`config.mk`:
```
export PLATFORM = sky130hd
export DESIGN_NAME = fs4_mixer_arbiter_flat
export DESIGN_NICKNAME = d
export VERILOG_FILES = /design/src/rtl/fs4_mixer_arbiter_if.sv /design/src/rtl/fs4_mixer_arbiter.sv /design/src/flat_wrapper.sv
export SDC_FILE = /design/constraint.sdc
export NUM_CORES = 1
export LEC_CHECK = 0
export CELL_PAD_IN_SITES_DETAIL_PLACEMENT = 0
export CELL_PAD_IN_SITES_GLOBAL_PLACEMENT = 1
export CORE_ASPECT_RATIO = 0.5
export CORE_MARGIN = 10
export CORE_UTILIZATION = 29
export CTS_BUF_LIST = sky130_fd_sc_hd__clkbuf_4
export DETAILED_ROUTE_END_ITERATION = 6
export PLACE_DENSITY_LB_ADDON = 0.15
export SYNTH_ARGS = -nofsm -noshare
export SYNTH_HDL_FRONTEND = slang
export SYNTH_SLANG_ARGS = --single-unit
```
`constraint.sdc`:
```
create_clock -name clk_i -period 4.7 [get_ports clk_i]
set_input_delay 0.47 -clock clk_i [delete_from_list [all_inputs] [get_ports clk_i]]
set_output_delay 0.47 -clock clk_i [all_outputs]
set_load 0.01 [all_outputs]
```
`src/rtl/fs4_mixer_arbiter_if.sv`:
```
// Bus bundle for the shared fs/4 rotator: per-channel AXIS sample inputs,
// grant enable, phase controls and the single tagged AXIS output.
//
// Handshake: every AXIS link transfers a beat on a rising clk edge where
// valid and ready are both high. A source holds valid and data stable until
// that edge. The rotator's s_ready_o never waits on the granted channel's
// own valid beyond the arbiter search. Downstream may drop m_ready_i at will.
interface fs4_mixer_arbiter_if #(
    parameter int DATA_WIDTH = 8,
    parameter int NUM_CH     = 4,
    parameter int CH_W       = 2
);
    logic                         enable_i;
    logic [NUM_CH-1:0]            s_valid_i;
    logic [NUM_CH-1:0]            s_ready_o;
    logic [NUM_CH*DATA_WIDTH-1:0] s_I_i;
    logic [NUM_CH*DATA_WIDTH-1:0] s_Q_i;
    logic [NUM_CH-1:0]            s_dir_i;
    logic [NUM_CH-1:0]            phase_clr_i;
    logic                         m_valid_o;
    logic                         m_ready_i;
    logic [DATA_WIDTH-1:0]        m_I_o;
    logic [DATA_WIDTH-1:0]        m_Q_o;
    logic [CH_W-1:0]              m_ch_o;

    // Rotator side.
    modport slave (
        input  enable_i, s_valid_i, s_I_i, s_Q_i, s_dir_i, phase_clr_i, m_ready_i,
        output s_ready_o, m_valid_o, m_I_o, m_Q_o, m_ch_o
    );

    // Environment side: sources, controller and downstream sink.
    modport master (
        output enable_i, s_valid_i, s_I_i, s_Q_i, s_dir_i, phase_clr_i, m_ready_i,
        input  s_ready_o, m_valid_o, m_I_o, m_Q_o, m_ch_o
    );
endinterface

```
`src/rtl/fs4_mixer_arbiter.sv`:
```
// Time-shared fs/4 quarter-rate rotator. A round-robin arbiter picks one
// requesting channel per cycle. Its sample is rotated by that channel's own
// 2-bit phase and lands in a registered, channel-tagged output slot.
module fs4_mixer_arbiter #(
    parameter int DATA_WIDTH = 8,
    parameter int NUM_CH     = 4,
    parameter int CH_W       = 2
) (
    input logic                clk_i,
    input logic                reset_i,
    fs4_mixer_arbiter_if.slave bus
);
    logic [1:0]            phase [NUM_CH];
    logic [CH_W-1:0]       last_grant;
    logic                  m_valid_q;
    logic [DATA_WIDTH-1:0] m_i_q;
    logic [DATA_WIDTH-1:0] m_q_q;
    logic [CH_W-1:0]       m_ch_q;

    logic                  load;
    logic                  found;
    logic                  accept;
    logic [CH_W-1:0]       grant;
    logic [CH_W-1:0]       idx_w;
    int                    idx;
    logic [DATA_WIDTH-1:0] sel_i;
    logic [DATA_WIDTH-1:0] sel_q;
    logic [1:0]            sel_p;
    logic                  sel_dir;
    logic [DATA_WIDTH-1:0] rot_i;
    logic [DATA_WIDTH-1:0] rot_q;
    logic [NUM_CH-1:0]     ready;

    // The output slot can take a new sample when it is empty or draining this edge.
    assign load = bus.enable_i && (!m_valid_q || bus.m_ready_i);

    // Round-robin search from last_grant+1 with wrap. Also picks the winner's data, phase and direction.
    always_comb begin
        found   = 1'b0;
        grant   = '0;
        idx     = 0;
        idx_w   = '0;
        sel_i   = '0;
        sel_q   = '0;
        sel_p   = 2'd0;
        sel_dir = 1'b0;
        for (int i = 1; i <= NUM_CH; i++) begin
            idx = int'(last_grant) + i;
            if (idx >= NUM_CH) begin
                idx = idx - NUM_CH;
            end
            idx_w = CH_W'(idx);
            if (!found && bus.s_valid_i[idx_w]) begin
                found   = 1'b1;
                grant   = idx_w;
                sel_i   = bus.s_I_i[idx_w*DATA_WIDTH +: DATA_WIDTH];
                sel_q   = bus.s_Q_i[idx_w*DATA_WIDTH +: DATA_WIDTH];
                sel_p   = phase[idx_w];
                sel_dir = bus.s_dir_i[idx_w];
            end
        end
    end

    // Ready is one-hot on the winner, and is held low during reset or when the slot is blocked.
    always_comb begin
        accept = load && found && !reset_i;
        ready  = '0;
        if (accept) begin
            ready = NUM_CH'(1) << grant;
        end
    end

    // Quarter-rate rotation. Negation wraps at DATA_WIDTH, so the most negative value maps to itself.
    always_comb begin
        rot_i = sel_i;
        rot_q = sel_q;
        case (sel_p)
            2'd0: begin rot_i = sel_i;  rot_q = sel_q;  end
            2'd1: begin rot_i = -sel_q; rot_q = sel_i;  end
            2'd2: begin rot_i = -sel_i; rot_q = -sel_q; end
            default: begin rot_i = sel_q; rot_q = -sel_i; end
        endcase
    end

    // Output slot and grant pointer. Load on accept, clear on drain, otherwise hold.
    always_ff @(posedge clk_i) begin
        if (reset_i) begin
            m_valid_q  <= 1'b0;
            m_i_q      <= '0;
            m_q_q      <= '0;
            m_ch_q     <= '0;
            last_grant <= CH_W'(NUM_CH - 1);
        end else if (accept) begin
            m_valid_q  <= 1'b1;
            m_i_q      <= rot_i;
            m_q_q      <= rot_q;
            m_ch_q     <= grant;
            last_grant <= grant;
        end else if (bus.m_ready_i) begin
            m_valid_q  <= 1'b0;
        end
    end

    // Per-channel phase. A clear beats the step taken on that channel's own accept.
    always_ff @(posedge clk_i) begin
        for (int k = 0; k < NUM_CH; k++) begin
            if (reset_i || bus.phase_clr_i[k]) begin
                phase[k] <= 2'd0;
            end else if (accept && grant == CH_W'(k)) begin
                phase[k] <= sel_dir ? phase[k] + 2'd1 : phase[k] - 2'd1;
            end
        end
    end

    assign bus.s_ready_o = ready;
    assign bus.m_valid_o = m_valid_q;
    assign bus.m_I_o     = m_i_q;
    assign bus.m_Q_o     = m_q_q;
    assign bus.m_ch_o    = m_ch_q;
endmodule

```
`src/flat_wrapper.sv`:
```
// flat-port wrapper written by rule: the top's interface ports become plain ports
module fs4_mixer_arbiter_flat 
#(
    parameter int DATA_WIDTH = 8,
    parameter int NUM_CH     = 4,
    parameter int CH_W       = 2
)
  (clk_i, reset_i, bus_enable_i, bus_s_valid_i, bus_s_I_i, bus_s_Q_i, bus_s_dir_i, bus_phase_clr_i, bus_m_ready_i, bus_s_ready_o, bus_m_valid_o, bus_m_I_o, bus_m_Q_o, bus_m_ch_o);
  fs4_mixer_arbiter_if #(.DATA_WIDTH(DATA_WIDTH), .NUM_CH(NUM_CH), .CH_W(CH_W)) bus_i ();
  input logic clk_i;
  input logic reset_i;
  input wire logic [$bits(bus_i.enable_i)-1:0] bus_enable_i;
  input wire logic [$bits(bus_i.s_valid_i)-1:0] bus_s_valid_i;
  input wire logic [$bits(bus_i.s_I_i)-1:0] bus_s_I_i;
  input wire logic [$bits(bus_i.s_Q_i)-1:0] bus_s_Q_i;
  input wire logic [$bits(bus_i.s_dir_i)-1:0] bus_s_dir_i;
  input wire logic [$bits(bus_i.phase_clr_i)-1:0] bus_phase_clr_i;
  input wire logic [$bits(bus_i.m_ready_i)-1:0] bus_m_ready_i;
  output wire logic [$bits(bus_i.s_ready_o)-1:0] bus_s_ready_o;
  output wire logic [$bits(bus_i.m_valid_o)-1:0] bus_m_valid_o;
  output wire logic [$bits(bus_i.m_I_o)-1:0] bus_m_I_o;
  output wire logic [$bits(bus_i.m_Q_o)-1:0] bus_m_Q_o;
  output wire logic [$bits(bus_i.m_ch_o)-1:0] bus_m_ch_o;
  assign bus_i.enable_i = bus_enable_i;
  assign bus_i.s_valid_i = bus_s_valid_i;
  assign bus_i.s_I_i = bus_s_I_i;
  assign bus_i.s_Q_i = bus_s_Q_i;
  assign bus_i.s_dir_i = bus_s_dir_i;
  assign bus_i.phase_clr_i = bus_phase_clr_i;
  assign bus_i.m_ready_i = bus_m_ready_i;
  assign bus_s_ready_o = bus_i.s_ready_o;
  assign bus_m_valid_o = bus_i.m_valid_o;
  assign bus_m_I_o = bus_i.m_I_o;
  assign bus_m_Q_o = bus_i.m_Q_o;
  assign bus_m_ch_o = bus_i.m_ch_o;
  fs4_mixer_arbiter #(.DATA_WIDTH(DATA_WIDTH), .NUM_CH(NUM_CH), .CH_W(CH_W)) u_core (.clk_i(clk_i), .reset_i(reset_i), .bus(bus_i));
endmodule
```
==> flow_summary.yaml <==
route:
  drc_errors: 0
  drt_iter0_drc: 495
  dr.pass1.iters: 5
  drt_wl_total_um: 17810
  vias: 4875
  wire_per_inst_um: 21.33
  vias_per_cell: 5.838
  drtAntennaViolNets: 0
pwr:
  vdd_drop_max_v: 0.00009508
  p_leak_nw: 2.209
  powerDensity_mw_per_mm2: 233.8
  finalPower_mw: 1.309
clocking:
  cts-root-buf: "clkbuf_4"
  cts_hold_buffers: 0
  clkTransAtPathRegs_ns: 0.11
  clk_latency_ns: 0.33
  htreeDepth: 2
  cts_tree: "yes"
  cts_setup_buffers: 0
  cts_buffer_depth: 2
  cts_sinks: 29
  postCtsResizedCells: 0
  cts_buffers: 5
critical_path:
  reg2regPathDepth: 10
  critical_path_class: "in -> reg"
  crit_path_start_kind: "primary input"
  cp.required_ns: 4.94
  timing.rr.end: "u_core.bus.m_I_o[5]"
  r2r_slack_ns: 0.91
  end_kind: "flip-flop"
  critPathMaxFanout: 17
  crit_arrival_ns: 4.31
  crit-reg2reg-launch: "u_core.last_grant[1]"
logic_synthesis:
  syn_nets: 634
  synth-adder-area-share_pct: 0.5787
  ys_types: 83
  synth_cells: 552
  synth_top_family_by_area: "compound AO/OA/AOI/OAI gates"
  synth_xor_area_share_pct: 2.025
  synth_top_area_share_pct: 9.722
  synth_most_common_cell: "nand2_1"
  synthMuxAreaShare_pct: 19.10
  yosys_warnings: 0
  synth.area.top_cells: "dfxtp_1 9.7%, mux2i_1 9.7%, edfxtp_1 5.6%"
  synth-edff-count: 8
  synth_common_cells: "59 x nand2_1, 48 x nor2_1, 42 x mux2i_1"
  synth-compound-area-share_pct: 32.55
  ys.flop_type: "dfxtp_1"
  synthArstFlopShare_pct: 0
  yosysTopAreaCell: "dfxtp_1"
  ys_seq_elements: 29
  yosys.area_share.simple_pct: 24.02
  synth_area_mm2: 0.004324
  post_synth.cell_area_avg_um2: 7.834
  ys_seq_area_share_pct: 15.28
sta:
  max_freq_mhz: 245.6
  finalSetupViolations: 0
  rsz0062_at_grt: "no"
  worstMarginPinSlew_ns: 1.008
  tns_ns: 0
  max_slew_margin_pct: 32.67
  fin_worst_skew_ns: 0.01109
  holdWs_ns: 0.4672
  period_needed_ns: 4.072
  drv_slew: 0
  period_share_pct: 86.64
  timing_hold_violations_final: 0
cells_and_area:
  fin_nets: 717
  final_cells: 835
  syn2layout_area_growth_pct: 29.48
  post-route-util_pct: 38.49
  drive_gt1_share_pct: 11.79
floorplanning:
  start_util_pct: 29.73
  fp.dieH_um: 106.3
  dieArea_mm2: 0.02049
  num_rows: 31
  ios: 103
  die_x_um: 192.7
  core_area_mm2: 0.01455
hold_path:
  min-delay-start: "u_core.bus.m_Q_o[6]"
  holdPathEnd: "u_core.bus.m_Q_o[6]"
  hp-class: "reg -> reg"
  whs_path_depth: 2
global_route:
  grt.met2_usage_pct: 24.50
  grt_use_met1_pct: 24.60
  grt_max_degree: 60
  grt_usage_pct: 16.61
  met3_usage_pct: 2.870
  grt_pass1_vias: 4676
  grt_pass1_wl_um: 27500
  grt-busiest-layer: "met1"
  grt_overflow: 0
  grt_antenna_before_repair: 1
placed_design:
  dpl.hpwl_um: 13460
  dp_cells: 826
  gp_congestion: 0.8587
  place.port_buffers: 102
job:
  max_cap_viol_count: 0
status:
  outcome: "finished clean"
-- area by class of cell --
class | instances | area (µm²)
multi-input cells | 469 | 3400
clock buffers | 5 | 37.54
inverters | 7 | 26.28
diodes | 1 | 2.502
fillers | 1517 | 8946
well taps | 198 | 247.7
flip-flops and latches | 29 | 665.6
clock inverters | 3 | 41.29
repair buffers | 123 | 1179
-- cells by family after synthesis --
logic type / Yosys count
xor gates and xnor gates: 10
and+or+nand+nor: 198
adders and majority gates: 2
buffers and inverters: 54
muxes: 71
AOI/OAI and AO/OA: 188
DFF: 29
-- metrics by stage --
stage	worst slack (ns)	cell area, µm²
2_1_floorplan	1.280	4324
3_3_place_gp	0.4378	5518
3_5_place_dp	0.3301	5518
4_1_cts	0.6808	5597
5_1_grt	0.3100	5599
6_report	0.6280	5599
-- how the worst max path moves through the flow --
stage | startpoint | end | slack [ns] | depth (start not counted)
2_1_floorplan | u_core.last_grant[1] | u_core.bus.m_Q_o[6] | 1.28 | 16
3_3_place_gp | bus_s_valid_i[0] | u_core.bus.m_Q_o[6] | 0.44 | 11
3_5_place_dp | bus_s_valid_i[0] | u_core.bus.m_Q_o[6] | 0.33 | 11
4_1_cts | bus_s_valid_i[0] | u_core.bus.m_Q_o[6] | 0.68 | 11
5_1_grt | bus_s_valid_i[0] | u_core.bus.m_Q_o[6] | 0.31 | 13
6_report | bus_s_valid_i[0] | u_core.bus.m_Q_o[6] | 0.63 | 11
-- layout by cell type, fill, tap and decap left out, types with 9 or more instances in the layout --
cell / n
a221oi_1: 12
nand2_1: 59
nor3_1: 13
mux2_2: 17
dfxtp_1: 19
buf_4: 21
o21ai_0: 30
a222oi_1: 13
o22ai_1: 10
nor2_1: 48
a32oi_1: 9
clkdlybuf4s50_1: 102
nand3_1: 11
mux2i_1: 42
a21oi_1: 30
-- routing by layer --
layer,up-vias,part of all wire [%]
li1,2350,-
met1,2321,50
met2,193,42
met4,0,0.77
met5,-,0
met3,11,7.8
-- flip-flops by register name (all words and copies together) (netlist names) --
signal / flops
u_core.bus.m_I_o: 8
u_core.bus.m_Q_o: 8
u_core.phase: 8
u_core.bus.m_ch_o: 2
u_core.last_grant: 2
u_core.bus.m_valid_o: 1
-- critical path, stage by stage --
cell	delay (ns)
clkdlybuf4s50_1	0.82
and3b_1	0.44
o21ai_1	0.50
o221ai_1	0.20
a221oi_2	0.36
ha_1	0.32
or4b_1	0.54
nor3_1	0.22
xnor2_1	0.12
o221ai_1	0.23
o21ai_1	0.09
-- power breakdown --
| part | total [mW] | switching (mW) | internal [mW] |
|---|---|---|---|
| clock | 0.208 | 0.0979 | 0.110 |
| sequential | 0.321 | 0.0338 | 0.287 |
| combinational | 0.780 | 0.429 | 0.351 |
| total | 1.31 | 0.561 | 0.749 |
Note: power is estimated with default switching activity, not from simulation.
